## config.mk

```make
export PLATFORM = sky130hd
export DESIGN_NAME = row_scan_scheduler_flat
export DESIGN_NICKNAME = d
export VERILOG_FILES = /design/src/rtl/row_scan_if.sv /design/src/rtl/row_scan_scheduler.sv /design/src/flat_wrapper.sv
export SDC_FILE = /design/constraint.sdc
export NUM_CORES = 1
export LEC_CHECK = 0
export ABC_AREA = 0
export CAP_MARGIN = 20
export CORE_AREA = 2 2 421 423
export DETAILED_ROUTE_END_ITERATION = 8
export DIE_AREA = 0 0 423 425
export PLACE_DENSITY_LB_ADDON = 0.05
export SLEW_MARGIN = 5
export SYNTH_ARGS = -nofsm -noshare
export SYNTH_HDL_FRONTEND = slang
export SYNTH_SLANG_ARGS = --single-unit
```

## constraint.sdc

```tcl
create_clock -name clock -period 2.8 [get_ports clock]
set_input_delay 0.56 -clock clock [delete_from_list [all_inputs] [get_ports clock]]
set_output_delay 0.56 -clock clock [all_outputs]
set_load 0.005 [all_outputs]
```

## src/rtl/row_scan_if.sv

```systemverilog
// Bundles the requester, memory_reader and output-stream signals of row_scan_scheduler.
// The master side is the requesters/reader/consumer; the slave side is the scheduler.
interface row_scan_if #(
    parameter int WORD_WIDTH = 512
);
    logic [1:0]            req_valid;
    logic [1:0][7:0]       req_start;
    logic [1:0][8:0]       req_count;
    logic [1:0]            req_ready;
    logic                  scan_en;
    logic [7:0]            row_counter;
    logic [WORD_WIDTH-1:0] data_in;
    logic                  scan_done;
    logic                  out_valid;
    logic                  out_ready;
    logic [WORD_WIDTH-1:0] out_data;
    logic                  out_id;
    logic                  out_last;

    modport master (
        output req_valid, req_start, req_count, data_in, scan_done, out_ready,
        input  req_ready, scan_en, row_counter, out_valid, out_data, out_id, out_last
    );

    modport slave (
        input  req_valid, req_start, req_count, data_in, scan_done, out_ready,
        output req_ready, scan_en, row_counter, out_valid, out_data, out_id, out_last
    );
endinterface

```

## src/rtl/row_scan_scheduler.sv

```systemverilog
// Round-robin scheduler for the shared memory_reader row-scan port: scans a row range
// one row at a time and streams each word out tagged with requester ID and last flag.
module row_scan_scheduler #(
    parameter int WORD_WIDTH = 512,
    parameter int NUM_ROWS   = 128
) (
    input  logic           clock,
    input  logic           reset,
    row_scan_if.slave      bus,
    output logic           busy
);
    localparam logic [7:0] ROW_MASK  = 8'(NUM_ROWS - 1);
    localparam logic [8:0] MAX_COUNT = 9'(NUM_ROWS);

    typedef enum logic [1:0] {
        IDLE = 2'd0,
        SCAN = 2'd1,
        OUT  = 2'd2
    } state_t;

    state_t                r_state;
    state_t                w_next;
    logic                  r_ptr;
    logic                  r_id;
    logic [7:0]            r_row;
    logic [8:0]            r_rem;
    logic [WORD_WIDTH-1:0] r_out_data;
    logic                  r_out_id;
    logic                  r_out_last;

    logic                  w_winner;
    logic [1:0]            w_ready;
    logic                  w_accept;
    logic [7:0]            w_start;
    logic [8:0]            w_count;

    // Arbitration: r_ptr names the requester favoured when both are pending.
    always_comb begin
        w_winner = 1'b0;
        w_ready  = 2'b00;
        if (bus.req_valid == 2'b11) begin
            w_winner = r_ptr;
        end else if (bus.req_valid[1]) begin
            w_winner = 1'b1;
        end else begin
            w_winner = 1'b0;
        end
        if ((r_state == IDLE) && reset && (bus.req_valid != 2'b00)) begin
            w_ready = w_winner ? 2'b10 : 2'b01;
        end else begin
            w_ready = 2'b00;
        end
        w_accept = (w_ready != 2'b00);
        w_start  = bus.req_start[w_winner] & ROW_MASK;
        if (bus.req_count[w_winner] > MAX_COUNT) begin
            w_count = MAX_COUNT;
        end else begin
            w_count = bus.req_count[w_winner];
        end
    end

    // Next-state logic; a zero-length range is accepted without leaving IDLE.
    always_comb begin
        w_next = r_state;
        case (r_state)
            IDLE: begin
                if (w_accept && (w_count != 9'd0)) w_next = SCAN;
                else                               w_next = IDLE;
            end
            SCAN: begin
                if (bus.scan_done) w_next = OUT;
                else               w_next = SCAN;
            end
            OUT: begin
                if (bus.out_ready) w_next = r_out_last ? IDLE : SCAN;
                else               w_next = OUT;
            end
            default: w_next = IDLE;
        endcase
    end

    // State register.
    always_ff @(posedge clock) begin
        if (!reset) r_state <= IDLE;
        else        r_state <= w_next;
    end

    // Range bookkeeping and the captured output word.
    always_ff @(posedge clock) begin
        if (!reset) begin
            r_ptr      <= 1'b0;
            r_id       <= 1'b0;
            r_row      <= 8'd0;
            r_rem      <= 9'd0;
            r_out_data <= '0;
            r_out_id   <= 1'b0;
            r_out_last <= 1'b0;
        end else begin
            case (r_state)
                IDLE: begin
                    if (w_accept) begin
                        r_id  <= w_winner;
                        r_row <= w_start;
                        r_rem <= w_count;
                        r_ptr <= ~w_winner;
                    end
                end
                SCAN: begin
                    if (bus.scan_done) begin
                        r_out_data <= bus.data_in;
                        r_out_id   <= r_id;
                        r_out_last <= (r_rem == 9'd1);
                    end
                end
                OUT: begin
                    if (bus.out_ready) begin
                        r_row <= (r_row + 8'd1) & ROW_MASK;
                        if (r_rem != 9'd0) r_rem <= r_rem - 9'd1;
                        else               r_rem <= r_rem;
                    end
                end
                default: begin
                    r_row <= r_row;
                end
            endcase
        end
    end

    assign bus.req_ready   = w_ready;
    assign bus.scan_en     = (r_state == SCAN);
    assign bus.row_counter = r_row;
    assign bus.out_valid   = (r_state == OUT);
    assign bus.out_data    = r_out_data;
    assign bus.out_id      = r_out_id;
    assign bus.out_last    = r_out_last;
    assign busy            = (r_state != IDLE);
endmodule

```

## src/flat_wrapper.sv

```systemverilog
// flat-port wrapper written by rule: the top's interface ports become plain ports
module row_scan_scheduler_flat 
#(
    parameter int WORD_WIDTH = 512,
    parameter int NUM_ROWS   = 128
)
  (clock, reset, busy, bus_req_valid, bus_req_start, bus_req_count, bus_data_in, bus_scan_done, bus_out_ready, bus_req_ready, bus_scan_en, bus_row_counter, bus_out_valid, bus_out_data, bus_out_id, bus_out_last);
  row_scan_if #(.WORD_WIDTH(WORD_WIDTH)) bus_i ();
  input  logic clock;
  input  logic reset;
  output logic busy;
  input wire logic [$bits(bus_i.req_valid)-1:0] bus_req_valid;
  input wire logic [$bits(bus_i.req_start)-1:0] bus_req_start;
  input wire logic [$bits(bus_i.req_count)-1:0] bus_req_count;
  input wire logic [$bits(bus_i.data_in)-1:0] bus_data_in;
  input wire logic [$bits(bus_i.scan_done)-1:0] bus_scan_done;
  input wire logic [$bits(bus_i.out_ready)-1:0] bus_out_ready;
  output wire logic [$bits(bus_i.req_ready)-1:0] bus_req_ready;
  output wire logic [$bits(bus_i.scan_en)-1:0] bus_scan_en;
  output wire logic [$bits(bus_i.row_counter)-1:0] bus_row_counter;
  output wire logic [$bits(bus_i.out_valid)-1:0] bus_out_valid;
  output wire logic [$bits(bus_i.out_data)-1:0] bus_out_data;
  output wire logic [$bits(bus_i.out_id)-1:0] bus_out_id;
  output wire logic [$bits(bus_i.out_last)-1:0] bus_out_last;
  assign bus_i.req_valid = bus_req_valid;
  assign bus_i.req_start = bus_req_start;
  assign bus_i.req_count = bus_req_count;
  assign bus_i.data_in = bus_data_in;
  assign bus_i.scan_done = bus_scan_done;
  assign bus_i.out_ready = bus_out_ready;
  assign bus_req_ready = bus_i.req_ready;
  assign bus_scan_en = bus_i.scan_en;
  assign bus_row_counter = bus_i.row_counter;
  assign bus_out_valid = bus_i.out_valid;
  assign bus_out_data = bus_i.out_data;
  assign bus_out_id = bus_i.out_id;
  assign bus_out_last = bus_i.out_last;
  row_scan_scheduler #(.WORD_WIDTH(WORD_WIDTH), .NUM_ROWS(NUM_ROWS)) u_core (.clock(clock), .reset(reset), .bus(bus_i), .busy(busy));
endmodule
```

# Word level (Yosys, flattened, before mapping)
# Cells that the tools add are included.
# totals
out_inout_bits	527
inputBits	552
wordCells	55
reg_bits	535
# classes
bitwise	1
order_cmp	2
add_sub_neg	2
muxes	21
reduce_logical	14
eq_ne	7
# ops
operator	n
9-bit two-way mux	6
9-bit one-hot mux with 2 select lines	1
9-bit nonzero test	2
8-bit two-way mux	2
8-bit one-hot mux with 2 select lines	1
7-bit two-way mux	2
9-bit by 1-bit == test with 1-bit output, second input constant	1
9-bit by 8-bit greater-than comparator with 1-bit output, second input constant	1
9-bit by 1-bit subtractor with 9-bit output, second input constant	1
2-bit two-way mux	4
2-bit nonzero test	4
7-bit by 1-bit adder with 7-bit output, second input constant	1
2-bit one-hot mux with 3 select lines	1
2-bit == test, second input constant	2
1-bit two-way mux	4
2-bit by 1-bit inequality test with 1-bit output, second input constant	2
2-bit AND reduction	2
4-bit AND reduction	1
1-bit logical AND	3
3-bit AND reduction	1
2-bit by 1-bit == test with 1-bit output, second input constant	1
2-bit logical NOT	1
1-bit by 2-bit less-than comparator with 1-bit output, second input constant	1
2-bit inequality test, second input constant	1
1-bit inverter	1

# Longest topological paths before layout
# Gate-level depths: netlist (run 1).
# depth
word_depth	10
mapped_depth	8
ltp_nobuf	7

# Worst setup path before layout (run 1)
# No wires, ideal clock.
# synth_timing
path_kind	input to register
from	in bus_req_count[3]
to	reg u_core.r_state[0]
path_buffers	0
setup_slack_ns	0.970
stages	4
arrival_ns	1.709
path_cell_list	or4_4 > o31ai_1 > a21oi_1 > o311a_1
# synth_between
elab_chain_cells	8
# synth_lines
element	line	source
start, declared	flat_wrapper.sv:14	input wire logic [$bits(bus_i.req_count)-1:0] bus_req_count;
9-bit two-way mux (implied by the code) * (2 in series)	row_scan_scheduler.sv:55, row_scan_scheduler.sv:58	
9-bit by 8-bit greater-than comparator with 1-bit output	row_scan_scheduler.sv:55	if (bus.req_count[w_winner] > MAX_COUNT) begin
9-bit two-way mux *	row_scan_scheduler.sv:55	
9-bit nonzero test *	row_scan_scheduler.sv:67	if (w_accept && (w_count != 9'd0)) w_next = SCAN;
1-bit logical AND *	row_scan_scheduler.sv:67	
1-bit two-way mux *	row_scan_scheduler.sv:67	
2-bit one-hot mux with 3 select lines *	row_scan_scheduler.sv:65	case (r_state)
end signal, assigned	row_scan_scheduler.sv:85	else r_state <= w_next;
end, declared	row_scan_scheduler.sv:21	state_t r_state;
# Every way passes the cells marked *; elsewhere a longest branch is shown, timed or not. The select of a mux whose other input is x is not followed.
# A chain may end at the register's enable or synchronous reset.

# Final worst setup path (run 1)
# layout_timing
from	reg u_core.r_state[0]
to	out bus_req_ready[0]
# layout_between
elab_chain_cells	4
# layout_lines
element	line	source
2-bit logical NOT	row_scan_scheduler.sv:48	if ((r_state == IDLE) && reset && (bus.req_valid != 2'b00)) begin
1-bit logical AND (2 in series)	row_scan_scheduler.sv:48	
2-bit two-way mux	row_scan_scheduler.sv:48	
end, declared	flat_wrapper.sv:18	output wire logic [$bits(bus_i.req_ready)-1:0] bus_req_ready;
# No other way between the ends.

==> results of run 1 <==
## per-layer routing
| layer | routed length, um | vias to the layer above | global-route usage (%) |
|---|---|---|---|
| li1 | - | 10022 | - |
| met1 | 44200 | 9477 | 13.2 |
| met2 | 66000 | 608 | 25.0 |
| met3 | 9710 | 165 | 5.28 |
| met4 | 2440 | 24 | 3.02 |
| met5 | 142 | - | 0 |
## worst max-delay path, cell delays in order (launching register included)
cell	delay, ps
dfxtp_1	370
or2_2	340
or2_1	310
nor2_1	110
clkdlybuf4s15_2	260
## where the power goes
group	leakage (uW)	internal [uW]	switching, uW
registers	0.00433	7960	201
clock network	0.00127	6090	4150
logic	0.00675	1760	1360
total	0.0123	15800	5720
## final cells by class
class / instances / area [um^2] / area share, %
Antenna cell: 10 / 25.0 / 0.0683
Clock buffer: 126 / 2420 / 6.59
Clock inverter: 14 / 171 / 0.468
Inverter: 4 / 17.5 / 0.0478
Multi-Input combinational cell: 1706 / 8800 / 24.0
Sequential cell: 534 / 10700 / 29.2
Tap cell: 2340 / 2930 / 7.99
Timing Repair Buffer: 1148 / 11600 / 31.7
## worst min-delay path by stage
stage	from	endpoint	cells past startpoint
2_1_floorplan	u_core.r_id$_SDFFE_PN0P_	u_core.bus.out_id$_SDFFE_PN0P_	2
3_3_place_gp	u_core.bus.out_data[134]$_SDFFE_PN0P_	u_core.bus.out_data[134]$_SDFFE_PN0P_	2
3_5_place_dp	u_core.bus.out_data[290]$_SDFFE_PN0P_	u_core.bus.out_data[290]$_SDFFE_PN0P_	2
4_1_cts	reset	u_core.bus.out_data[365]$_SDFFE_PN0P_	3
5_1_grt	bus_data_in[273]	u_core.bus.out_data[273]$_SDFFE_PN0P_	3
6_report	reset	u_core.bus.out_data[391]$_SDFFE_PN0P_	3
## layout by cell type, fill, tap and decap left out, types with 8 or more instances in the layout
cell,synthesis,layout
a21boi_0,115,115
a21boi_1,407,407
a21oi_1,20,20
buf_12,0,24
buf_4,3,49
clkbuf_1,89,24
clkbuf_16,0,82
clkbuf_8,0,20
clkdlybuf4s50_1,0,1071
dfxtp_1,534,534
diode_2,0,10
nand2_1,1037,1037
nand3_1,10,10
nor2_1,15,15
nor3b_1,8,8
o21ai_0,16,16
## registers in the layout, summed over array words and instances, names as in the netlist
name,flops
u_core.bus.out_data,512
u_core.r_rem,9
u_core.bus.row_counter,7
u_core.r_state,2
u_core.bus.out_id,1
u_core.bus.out_last,1
u_core.r_id,1
u_core.r_ptr,1
## cell families after synthesis
family | Yosys count | synth area share (%)
fa+ha+maj | 3 | 0.185
xor+xnor | 2 | 0.0864
compound gates | 592 | 21.6
mux | 7 | 0.370
flops | 534 | 52.7
other cells | 1 | 0.0185
simple gates | 1101 | 21.1
buf+inv | 188 | 4.00
## per-stage QoR
stage / area [um^2] / hold slack [ps]
finish: 36700 / 384
global placement: 34100 / 442
floorplan: 20300 / 441
global route: 36600 / 329
detailed placement: 34100 / 444
CTS: 36600 / 289
## repair_timing
item	in CTS	in global routing
buffers inserted	0	0
setup endpoints to repair	4	0
gates resized for setup	10	0
==> summary.txt, run 1 <==
Status
  – Status: complete, no violations

STA
  – Final WS setup: 150 ps
  – Final Hold Viols: 0
  – Final period util: 94.7%
  – Fin Setup TNS: 0 ps
  – Clk_skew: 25.1 ps
  – Unrepaired setup endpoints after global routing: false
  – Worst-Margin Slew: 711 ps
  – Final setup viols: 0
  – Fmax: 0.377 GHz
  – Slew Limit Fails: 0
  – Worst relative slew slack: 52.6%
  – Final Critical Period: 2650 ps

CTS
  – Root buf cell: clkbuf_16
  – CTS Hold Bufs: 0
  – CTS tree: built
  – CTS H-Tree Depth: 3
  – Clock Pin Slew Worst Setup and Hold Paths: 60 ps
  – Deepest clock path buffer count: 3
  – CTS Sinks: 534
  – CTS Buf Count: 81
  – Clk_lat worst skew: 700 ps

Route
  – 1st-iter DRT viols: 683
  – DR vias: 20296
  – Post-route DRC: 0
  – Vias per cell: 3.45
  – Wire per inst: 20.8 um
  – Drt pass-1 iters: 5
  – WL final: 122000 um
  – Post-route ant nets: 0

Synthesis
  – Post-synth EDFFs: 0
  – Count of state elements after synthesis: 534
  – Top_reg_cell synth: dfxtp_1
  – Distinct cells, synth: 51
  – Most common cell in the netlist: nand2_1
  – FFs w/ async S/R, synth: 0%
  – Commonest cells post-synth: 1037 x nand2_1, 534 x dfxtp_1, 407 x a21boi_1
  – Synth area leader: dfxtp_1
  – Syn nets: 2983
  – Top-area cell type share of the netlist area: 52.7%
  – Yosys warns: 0
  – Largest cells by area after synthesis: dfxtp_1 53%, nand2_1 19%, a21boi_1 15%
  – Cell Area, Synth: 20300 um^2
  – Cells after Synth: 2428
  – Seq/Total Area, Yosys: 52.7%
  – Avg Cell Area, Syn: 8.36 um^2

Flow run
  – Max Cap Violations: 0

Global route
  – Vias in the first global route: 20610
  – Total congestion overflow: 0
  – First-pass GRT wire length: 168000 um
  – Largest net degree at the start of global routing: 139
  – Tot GR Track Use: 13.1%
  – Initial antenna violation count: 34

Worst setup path
  – WP data required: 2240 ps
  – CP Capture Type: output pin
  – Worst reg2reg endpoint: u_core.bus.out_data[194]$_SDFFE_PN0P_
  – R2R cell count: 6
  – Reg2Reg Setup Slack: 820 ps
  – Worst r2r src: u_core.r_state[0]$_SDFF_PN0_
  – CP Launch Type: flip-flop
  – Worst Setup EP: bus_req_ready[0]
  – Critical path peak fanout: 8
  – Crit Path Class: reg2out
  – Critical Path Start: u_core.r_state[0]$_SDFF_PN0_
  – Worst Path Arrival: 2090 ps

Cells and area
  – Final core utilization: 20.9%
  – Layout cell share with drive strength beyond 1: 5.95%
  – Nets: 4030
  – Area grow syn2layout: 80.7%
  – Non-filler cells in the finished layout: 5882
  – Filler instances: 19575

Die
  – Die Span Y: 425 um
  – Die width: 423 um
  – Row count: 154
  – Core Region: 175000 um^2
  – Die area: 180000 um^2
  – I/O Pins: 1079
  – Initial core utilization: 11.6%

Placement
  – Post-DP HPWL: 93100 um
  – Placed cell count: 5732
  – Pre-CTS setup slack: 31.8 ps
  – GP Congestion: 0.738
  – IO Port Bufs: 1075

Power
  – Max VDD drop: 0.407 mV
  – Power Total: 21500 uW
  – Pleak: 0.0123 uW
  – PD cells: 587 nW/um^2

Worst hold path
  – Worst min path class: in2reg
No activity file was read; power rests on OpenSTA's default activity.
==> run 2: changes to the inputs <==
Settings changed: CELL_PAD_IN_SITES_DETAIL_PLACEMENT set to 1, CELL_PAD_IN_SITES_GLOBAL_PLACEMENT set to 2, CORE_AREA 2 2 421 423 to 2 2 415 417, DIE_AREA 0 0 423 425 to 0 0 417 419.
==> summary.txt, run 2 (synthesized netlist as in run 1, its figures left out) <==
Power
  – Logic pwr share: 14.4% (was 14.5%)
  – NetSw: 5780 uW (was 5720 uW)
  – Power Total: 21800 uW (was 21500 uW)
  – Cell-internal power: 16100 uW (was 15800 uW)
  – Sw Share: 26.4% (was 26.6%)
  – PD cells: 597 nW/um^2 (was 587 nW/um^2)
  – Max VDD drop: 0.422 mV (was 0.407 mV)
  – Clock Power Share: 48.2% (was 47.6%)
  – Pleak: 0.0123 uW (about the same)
  – Sequential share of power: 37.4% (was 37.9%)

STA
  – Fin Hold WS: 442 ps (was 384 ps)
  – Unrepaired setup endpoints after global routing: false (unchanged)
  – Final Hold Viols: 0 (unchanged)
  – Worst relative slew slack: 45.4% (was 52.6%)
  – Final Critical Period: 2620 ps (was 2650 ps)
  – Final setup viols: 0 (unchanged)
  – Fin Setup TNS: 0 ps (unchanged)
  – Final period util: 93.5% (was 94.7%)
  – Worst-Margin Slew: 820 ps (was 711 ps)
  – Clk_skew: 26.4 ps (was 25.1 ps)
  – Slew Limit Fails: 0 (unchanged)
  – Fmax: 0.382 GHz (was 0.377 GHz)

Route
  – Metal2 WL: 70700 um (was 66000 um)
  – WL final: 130000 um (was 122000 um)
  – Drt pass-1 iters: 4 (was 5)
  – Wire per inst: 22.5 um (was 20.8 um)
  – Routed wl met3: 10300 um (was 9710 um)
  – Max layer used: met5 (unchanged)
  – DR vias: 20948 (was 20296)
  – 1st-iter DRT viols: 587 (was 683)
  – Post-route ant nets: 0 (unchanged)
  – Vias per cell: 3.62 (was 3.45)
  – M1 WL: 45300 um (was 44200 um)
  – Post-route DRC: 0 (unchanged)

Global route
  – Total congestion overflow: 0 (unchanged)
  – Initial antenna violation count: 71 (was 34)
  – Vias in the first global route: 22215 (was 20610)
  – Tot GR Track Use: 14.4% (was 13.1%)
  – First-pass GRT wire length: 179000 um (was 168000 um)
  – Largest net degree at the start of global routing: 181 (was 139)

Die
  – Die width: 417 um (was 423 um)
  – Die area: 175000 um^2 (was 180000 um^2)
  – Row count: 152 (was 154)
  – I/O Pins: 1079 (unchanged)
  – Die Span Y: 419 um (was 425 um)
  – Core Region: 171000 um^2 (was 175000 um^2)
  – Initial core utilization: 11.9% (was 11.6%)

Cells and area
  – Non-filler cells in the finished layout: 5781 (was 5882)
  – Area grow syn2layout: 80.5% (was 80.7%)
  – Nets: 4019 (was 4030)
  – Final core utilization: 21.5% (was 20.9%)
  – Commonest non-fill, non-tap cell in the layout: clkdlybuf4s50_1 (unchanged)
  – Number of flip-flops in the largest register: 512 (unchanged)
  – Layout cell share with drive strength beyond 1: 5.68% (was 5.95%)
  – Most frequent cells in the layout: 1071 x clkdlybuf4s50_1, 1037 x nand2_1, 534 x dfxtp_1 (unchanged)
  – FF+latch area: 10700 um^2 (unchanged)
  – Area of the multi-input gates: 8800 um^2 (about the same)
  – Filler instances: 19731 (was 19575)

CTS
  – CTS Hold Bufs: 0 (unchanged)
  – Root buf cell: clkbuf_16 (unchanged)
  – Clk_lat worst skew: 670 ps (was 700 ps)
  – Clock Pin Slew Worst Setup and Hold Paths: 50 ps (was 60 ps)
  – CTS tree: built (unchanged)
  – Post-CTS setup buffers: 0 (unchanged)
  – CTS Buf Count: 83 (was 81)
  – CTS H-Tree Depth: 3 (unchanged)
  – CTS Sinks: 534 (unchanged)
  – Deepest clock path buffer count: 3 (unchanged)

Worst setup path
  – CP Buf/Inv Count: 1 (unchanged)
  – Critical Path Start: u_core.r_state[0]$_SDFF_PN0_ (unchanged)
  – WP data required: 2240 ps (about the same)
  – Crit Path Class: reg2out (unchanged)
  – R2R cell count: 5 (was 6)
  – CP Capture Type: output pin (unchanged)
  – Worst Path Arrival: 2060 ps (was 2090 ps)
  – Worst reg2reg endpoint: u_core.bus.out_data[504]$_SDFFE_PN0P_ (was u_core.bus.out_data[194]$_SDFFE_PN0P_)
  – Reg2Reg Setup Slack: 810 ps (was 820 ps)
  – Crit path largest cell delay: 370 ps (about the same)
  – Crit path max-delay family: simple AND/OR/NAND/NOR gates (unchanged)
  – Worst-path cell chain: or2_2, or2_1, nor2_1, dlygate4sd2_1 (was or2_2, or2_1, nor2_1, clkdlybuf4s15_2)
  – Worst r2r src: u_core.r_state[0]$_SDFF_PN0_ (unchanged)
  – CP max-delay cell: dfxtp_1 (unchanged)
  – Instance count on the critical path: 4 (unchanged)
  – CP Launch Type: flip-flop (unchanged)
  – Worst Setup EP: bus_req_ready[0] (unchanged)
  – Critical path peak fanout: 8 (unchanged)

Placement
  – Post-DP HPWL: 101000 um (was 93100 um)
  – Placed cell count: 5612 (was 5732)
  – GP Congestion: 0.767 (was 0.738)
  – IO Port Bufs: 1075 (unchanged)

Status
  – Status: complete, no violations (unchanged)

Flow run
  – Max Cap Violations: 0 (unchanged)

Worst hold path
  – Worst min path class: in2reg (unchanged)
run 2: layer usage:
metal / vias to the layer above / track usage [%]
li1: 9999 / -
met1: 10033 / 13.9
met2: 651 / 28.0
met3: 221 / 5.65
met4: 44 / 3.81
met5: - / 0
run 2: repair_timing:
item | CTS | global route
resized for setup | 4 | 1
endpoints found under the hold margin | 0 | 0
endpoints found under the setup margin | 3 | 1
run 2: stage by stage:
stage               setup WS [ps]  instance area (um^2)
floorplan                     970                 20300
detailed placement           22.5                 33900
global route                 8.24                 36600
finish                        182                 36600
CTS                          17.3                 36600
global placement           0.0520                 33900
run 2: layout make-up:
class                   instances  share of cell area (%)
diodes                         25                   0.171
clock buffers                 128                    6.80
clock inverters                16                   0.550
inverters                       4                  0.0410
multi-input cells            1706                    24.0
flip-flops and latches        534                    29.2
well taps                    2233                    7.63
repair buffers               1135                    31.6
run 2: worst register-to-register path, delay by kind of cell (launching register included):
kind	cells	cell delay, ps
buffers and inverters	1	370
AND/OR/NAND/NOR	3	980
AO/OA/AOI/OAI	1	150
flip-flops	1	440
run 2: how the worst min path moves through the flow:
| stage | from | end | slack [ps] | depth (start not counted) |
|---|---|---|---|---|
| 3_5_place_dp | u_core.bus.out_data[169]$_SDFFE_PN0P_ | u_core.bus.out_data[169]$_SDFFE_PN0P_ | 450 | 2 |
| 5_1_grt | bus_data_in[489] | u_core.bus.out_data[489]$_SDFFE_PN0P_ | 380 | 3 |
| 4_1_cts | bus_data_in[323] | u_core.bus.out_data[323]$_SDFFE_PN0P_ | 350 | 3 |
| 2_1_floorplan | u_core.r_id$_SDFFE_PN0P_ | u_core.bus.out_id$_SDFFE_PN0P_ | 440 | 2 |
| 6_report | bus_data_in[309] | u_core.bus.out_data[309]$_SDFFE_PN0P_ | 440 | 3 |
| 3_3_place_gp | u_core.bus.out_data[250]$_SDFFE_PN0P_ | u_core.bus.out_data[250]$_SDFFE_PN0P_ | 440 | 2 |
run 2: power by group through the flow:
stage	logic, uW	clock network [uW]	registers, uW
CTS	3270	11100	8170
global route	3440	11400	8210
detailed placement	3260	0	8330
finish	3150	10500	8170
global placement	3240	0	8320
floorplan	993	0	8330
==> run 3: changes to the inputs <==
Settings changed: CORE_AREA 2 2 415 417 to 2 2 417 419, DIE_AREA 0 0 417 419 to 0 0 419 421.
Clock period 2.8 ns to 2.4 ns, I/O delays scaled along.
==> summary.txt, run 3 (synthesized netlist as in run 1, its figures left out) <==
Placement
  – Pre-CTS setup slack: -216 ps (was 22.5 ps)
  – Placed cell areas: 34100 um^2 (was 33900 um^2)
  – GP Congestion: 0.744 (was 0.767)
  – IO Port Bufs: 1075 (unchanged)
  – Post-DP HPWL: 100000 um (was 101000 um)

CTS
  – CTS Hold Bufs: 0 (unchanged)
  – CTS tree: built (unchanged)
  – Post-CTS setup buffers: 0 (unchanged)
  – Deepest clock path buffer count: 3 (unchanged)
  – CTS H-Tree Depth: 3 (unchanged)
  – CTS Sinks: 534 (unchanged)
  – Clock Pin Slew Worst Setup and Hold Paths: 60 ps (was 50 ps)
  – CTS Buf Count: 81 (was 83)
  – Clk_lat worst skew: 660 ps (was 670 ps)
  – Root buf cell: clkbuf_16 (unchanged)

Worst setup path
  – Critical path peak fanout: 3 (was 8)
  – Worst Setup EP: bus_req_ready[1] (was bus_req_ready[0])
  – CP max-delay cell: or2_2 (was dfxtp_1)
  – Worst-path cell chain: or2_2, or2_4, nor2_4, buf_4 (was or2_2, or2_1, nor2_1, dlygate4sd2_1)
  – Worst Path Arrival: 1820 ps (was 2060 ps)
  – CP Buf/Inv Count: 1 (unchanged)
  – Reg2Reg Setup Slack: 400 ps (was 810 ps)
  – R2R cell count: 7 (was 5)
  – Worst reg2reg endpoint: u_core.bus.out_data[153]$_SDFFE_PN0P_ (was u_core.bus.out_data[504]$_SDFFE_PN0P_)
  – Critical Path Start: u_core.r_state[1]$_SDFF_PN0_ (was u_core.r_state[0]$_SDFF_PN0_)
  – Crit Path Class: reg2out (unchanged)
  – Crit path max-delay family: simple AND/OR/NAND/NOR gates (unchanged)
  – WP data required: 1920 ps (was 2240 ps)
  – Crit path largest cell delay: 320 ps (was 370 ps)
  – CP Capture Type: output pin (unchanged)
  – Instance count on the critical path: 4 (unchanged)
  – CP Launch Type: flip-flop (unchanged)
  – Worst r2r src: u_core.r_state[1]$_SDFF_PN0_ (was u_core.r_state[0]$_SDFF_PN0_)

Route
  – WL final: 129000 um (was 130000 um)
  – 1st-iter DRT viols: 565 (was 587)
  – DR vias: 20969 (was 20948)
  – Post-route ant nets: 0 (unchanged)
  – Post-route DRC: 0 (unchanged)
  – Drt pass-1 iters: 5 (was 4)
  – Wire per inst: 22.0 um (was 22.5 um)
  – Vias per cell: 3.57 (was 3.62)

Global route
  – Total congestion overflow: 0 (unchanged)
  – Tot GR Track Use: 14.2% (was 14.4%)
  – Largest net degree at the start of global routing: 179 (was 181)
  – Vias in the first global route: 22295 (was 22215)
  – Initial antenna violation count: 70 (was 71)
  – First-pass GRT wire length: 179000 um (about the same)

STA
  – Worst-Margin Slew: 1050 ps (was 820 ps)
  – Final Hold Viols: 0 (unchanged)
  – Fin Hold WS: 316 ps (was 442 ps)
  – Clk_skew: 20.4 ps (was 26.4 ps)
  – Unrepaired setup endpoints after global routing: false (unchanged)
  – Final WS setup: 103 ps (was 182 ps)
  – Final Critical Period: 2300 ps
  – Final setup viols: 0 (unchanged)
  – Fin Setup TNS: 0 ps (unchanged)
  – Final period util: 95.7%
  – Worst relative slew slack: 30.1% (was 45.4%)
  – Fmax: 0.435 GHz
  – Slew Limit Fails: 0 (unchanged)

Cells and area
  – Commonest non-fill, non-tap cell in the layout: clkdlybuf4s50_1 (unchanged)
  – Final core utilization: 21.3% (was 21.5%)
  – Most frequent cells in the layout: 1065 x clkdlybuf4s50_1, 1037 x nand2_1, 534 x dfxtp_1 (was 1071 x clkdlybuf4s50_1, 1037 x nand2_1, 534 x dfxtp_1)
  – Cell area after layout: 36700 um^2 (was 36600 um^2)
  – Nets: 4032 (was 4019)
  – Layout cell share with drive strength beyond 1: 6.02% (was 5.68%)
  – Number of flip-flops in the largest register: 512 (unchanged)
  – Area grow syn2layout: 80.9% (was 80.5%)
  – Filler instances: 19957 (was 19731)

Die
  – I/O Pins: 1079 (unchanged)
  – Die area: 176000 um^2 (was 175000 um^2)
  – Die Span Y: 421 um (was 419 um)
  – Row count: 153 (was 152)
  – Initial core utilization: 11.8% (was 11.9%)
  – Core Region: 172000 um^2 (was 171000 um^2)
  – Die width: 419 um (was 417 um)

Power
  – Pleak: 0.0124 uW (was 0.0123 uW)
  – Clock Power Share: 47.5% (was 48.2%)
  – Logic pwr share: 14.7% (was 14.4%)
  – Cell-internal power: 18400 uW (was 16100 uW)
  – Sequential share of power: 37.9% (was 37.4%)
  – Sw Share: 26.9% (was 26.4%)
  – PD cells: 685 nW/um^2 (was 597 nW/um^2)
  – Max VDD drop: 0.527 mV (was 0.422 mV)
  – NetSw: 6760 uW (was 5780 uW)

Worst hold path
  – Worst min path class: in2reg (unchanged)

Flow run
  – Max Cap Violations: 0 (unchanged)

Status
  – Status: complete, no violations (unchanged)
run 3: cell count changes in the layout (fill, tap and decap cells not counted), moves of 4 or more:
cell and delta:
clkbuf_1 +6, buf_4 +19, dlygate4sd2_1 +4, clkbuf_16 -4
diode_2 -16, clkdlybuf4s50_1 -6
run 3: power by group through the flow:
stage	Combinational (uW)	Sequential, uW	Clock [uW]
floorplan	1160	9720	0
global placement	3780	9700	0
detailed placement	3810	9720	0
CTS	3820	9530	12700
global route	4030	9580	12900
finish	3680	9530	11900
run 3: worst min path at each step:
stage | from | end | slack [ps] | cells after the start
floorplan | u_core.r_id$_SDFFE_PN0P_ | u_core.bus.out_id$_SDFFE_PN0P_ | 440 | 2
global placement | u_core.bus.out_data[487]$_SDFFE_PN0P_ | u_core.bus.out_data[487]$_SDFFE_PN0P_ | 440 | 2
detailed placement | u_core.bus.out_data[110]$_SDFFE_PN0P_ | u_core.bus.out_data[110]$_SDFFE_PN0P_ | 450 | 2
CTS | reset | u_core.bus.out_data[411]$_SDFFE_PN0P_ | 250 | 3
global route | reset | u_core.bus.out_data[411]$_SDFFE_PN0P_ | 280 | 3
finish | reset | u_core.bus.out_data[411]$_SDFFE_PN0P_ | 320 | 3
run 3: area by class of cell:
class | count | area [um^2] | area share [%]
Timing Repair Buffer | 1150 | 11600 | 31.7
Sequential cell | 534 | 10700 | 29.1
Multi-Input combinational cell | 1706 | 8820 | 24.0
Tap cell | 2325 | 2910 | 7.93
Clock buffer | 128 | 2380 | 6.49
Clock inverter | 15 | 220 | 0.600
Antenna cell | 9 | 22.5 | 0.0614
Inverter | 4 | 15.0 | 0.0409
run 3: what timing repair did:
| item | in CTS | in global routing |
|---|---|---|
| endpoints found under the setup margin | 9 | 1 |
| pin swaps | 0 | 0 |
| gates resized for setup | 22 | 1 |
run 3: worst min-delay path: stages:
cell and delay [ps]:
buf_8 110, buf_4 200, a21boi_0 140
run 3: metrics by stage:
stage | power [uW] | std cells
global route | 26500 | 5863
finish | 25100 | 5871
CTS | 26000 | 5862
detailed placement | 13500 | 5719
floorplan | 10900 | 2428
global placement | 13500 | 5719
run 3: routing by layer:
| layer | share of wire (%) | global-route usage (%) |
|---|---|---|
| met4 | 2.3 | 3.65 |
| met2 | 54 | 27.7 |
| met3 | 8.2 | 5.23 |
| met1 | 35 | 13.9 |
| met5 | 0.26 | 0 |
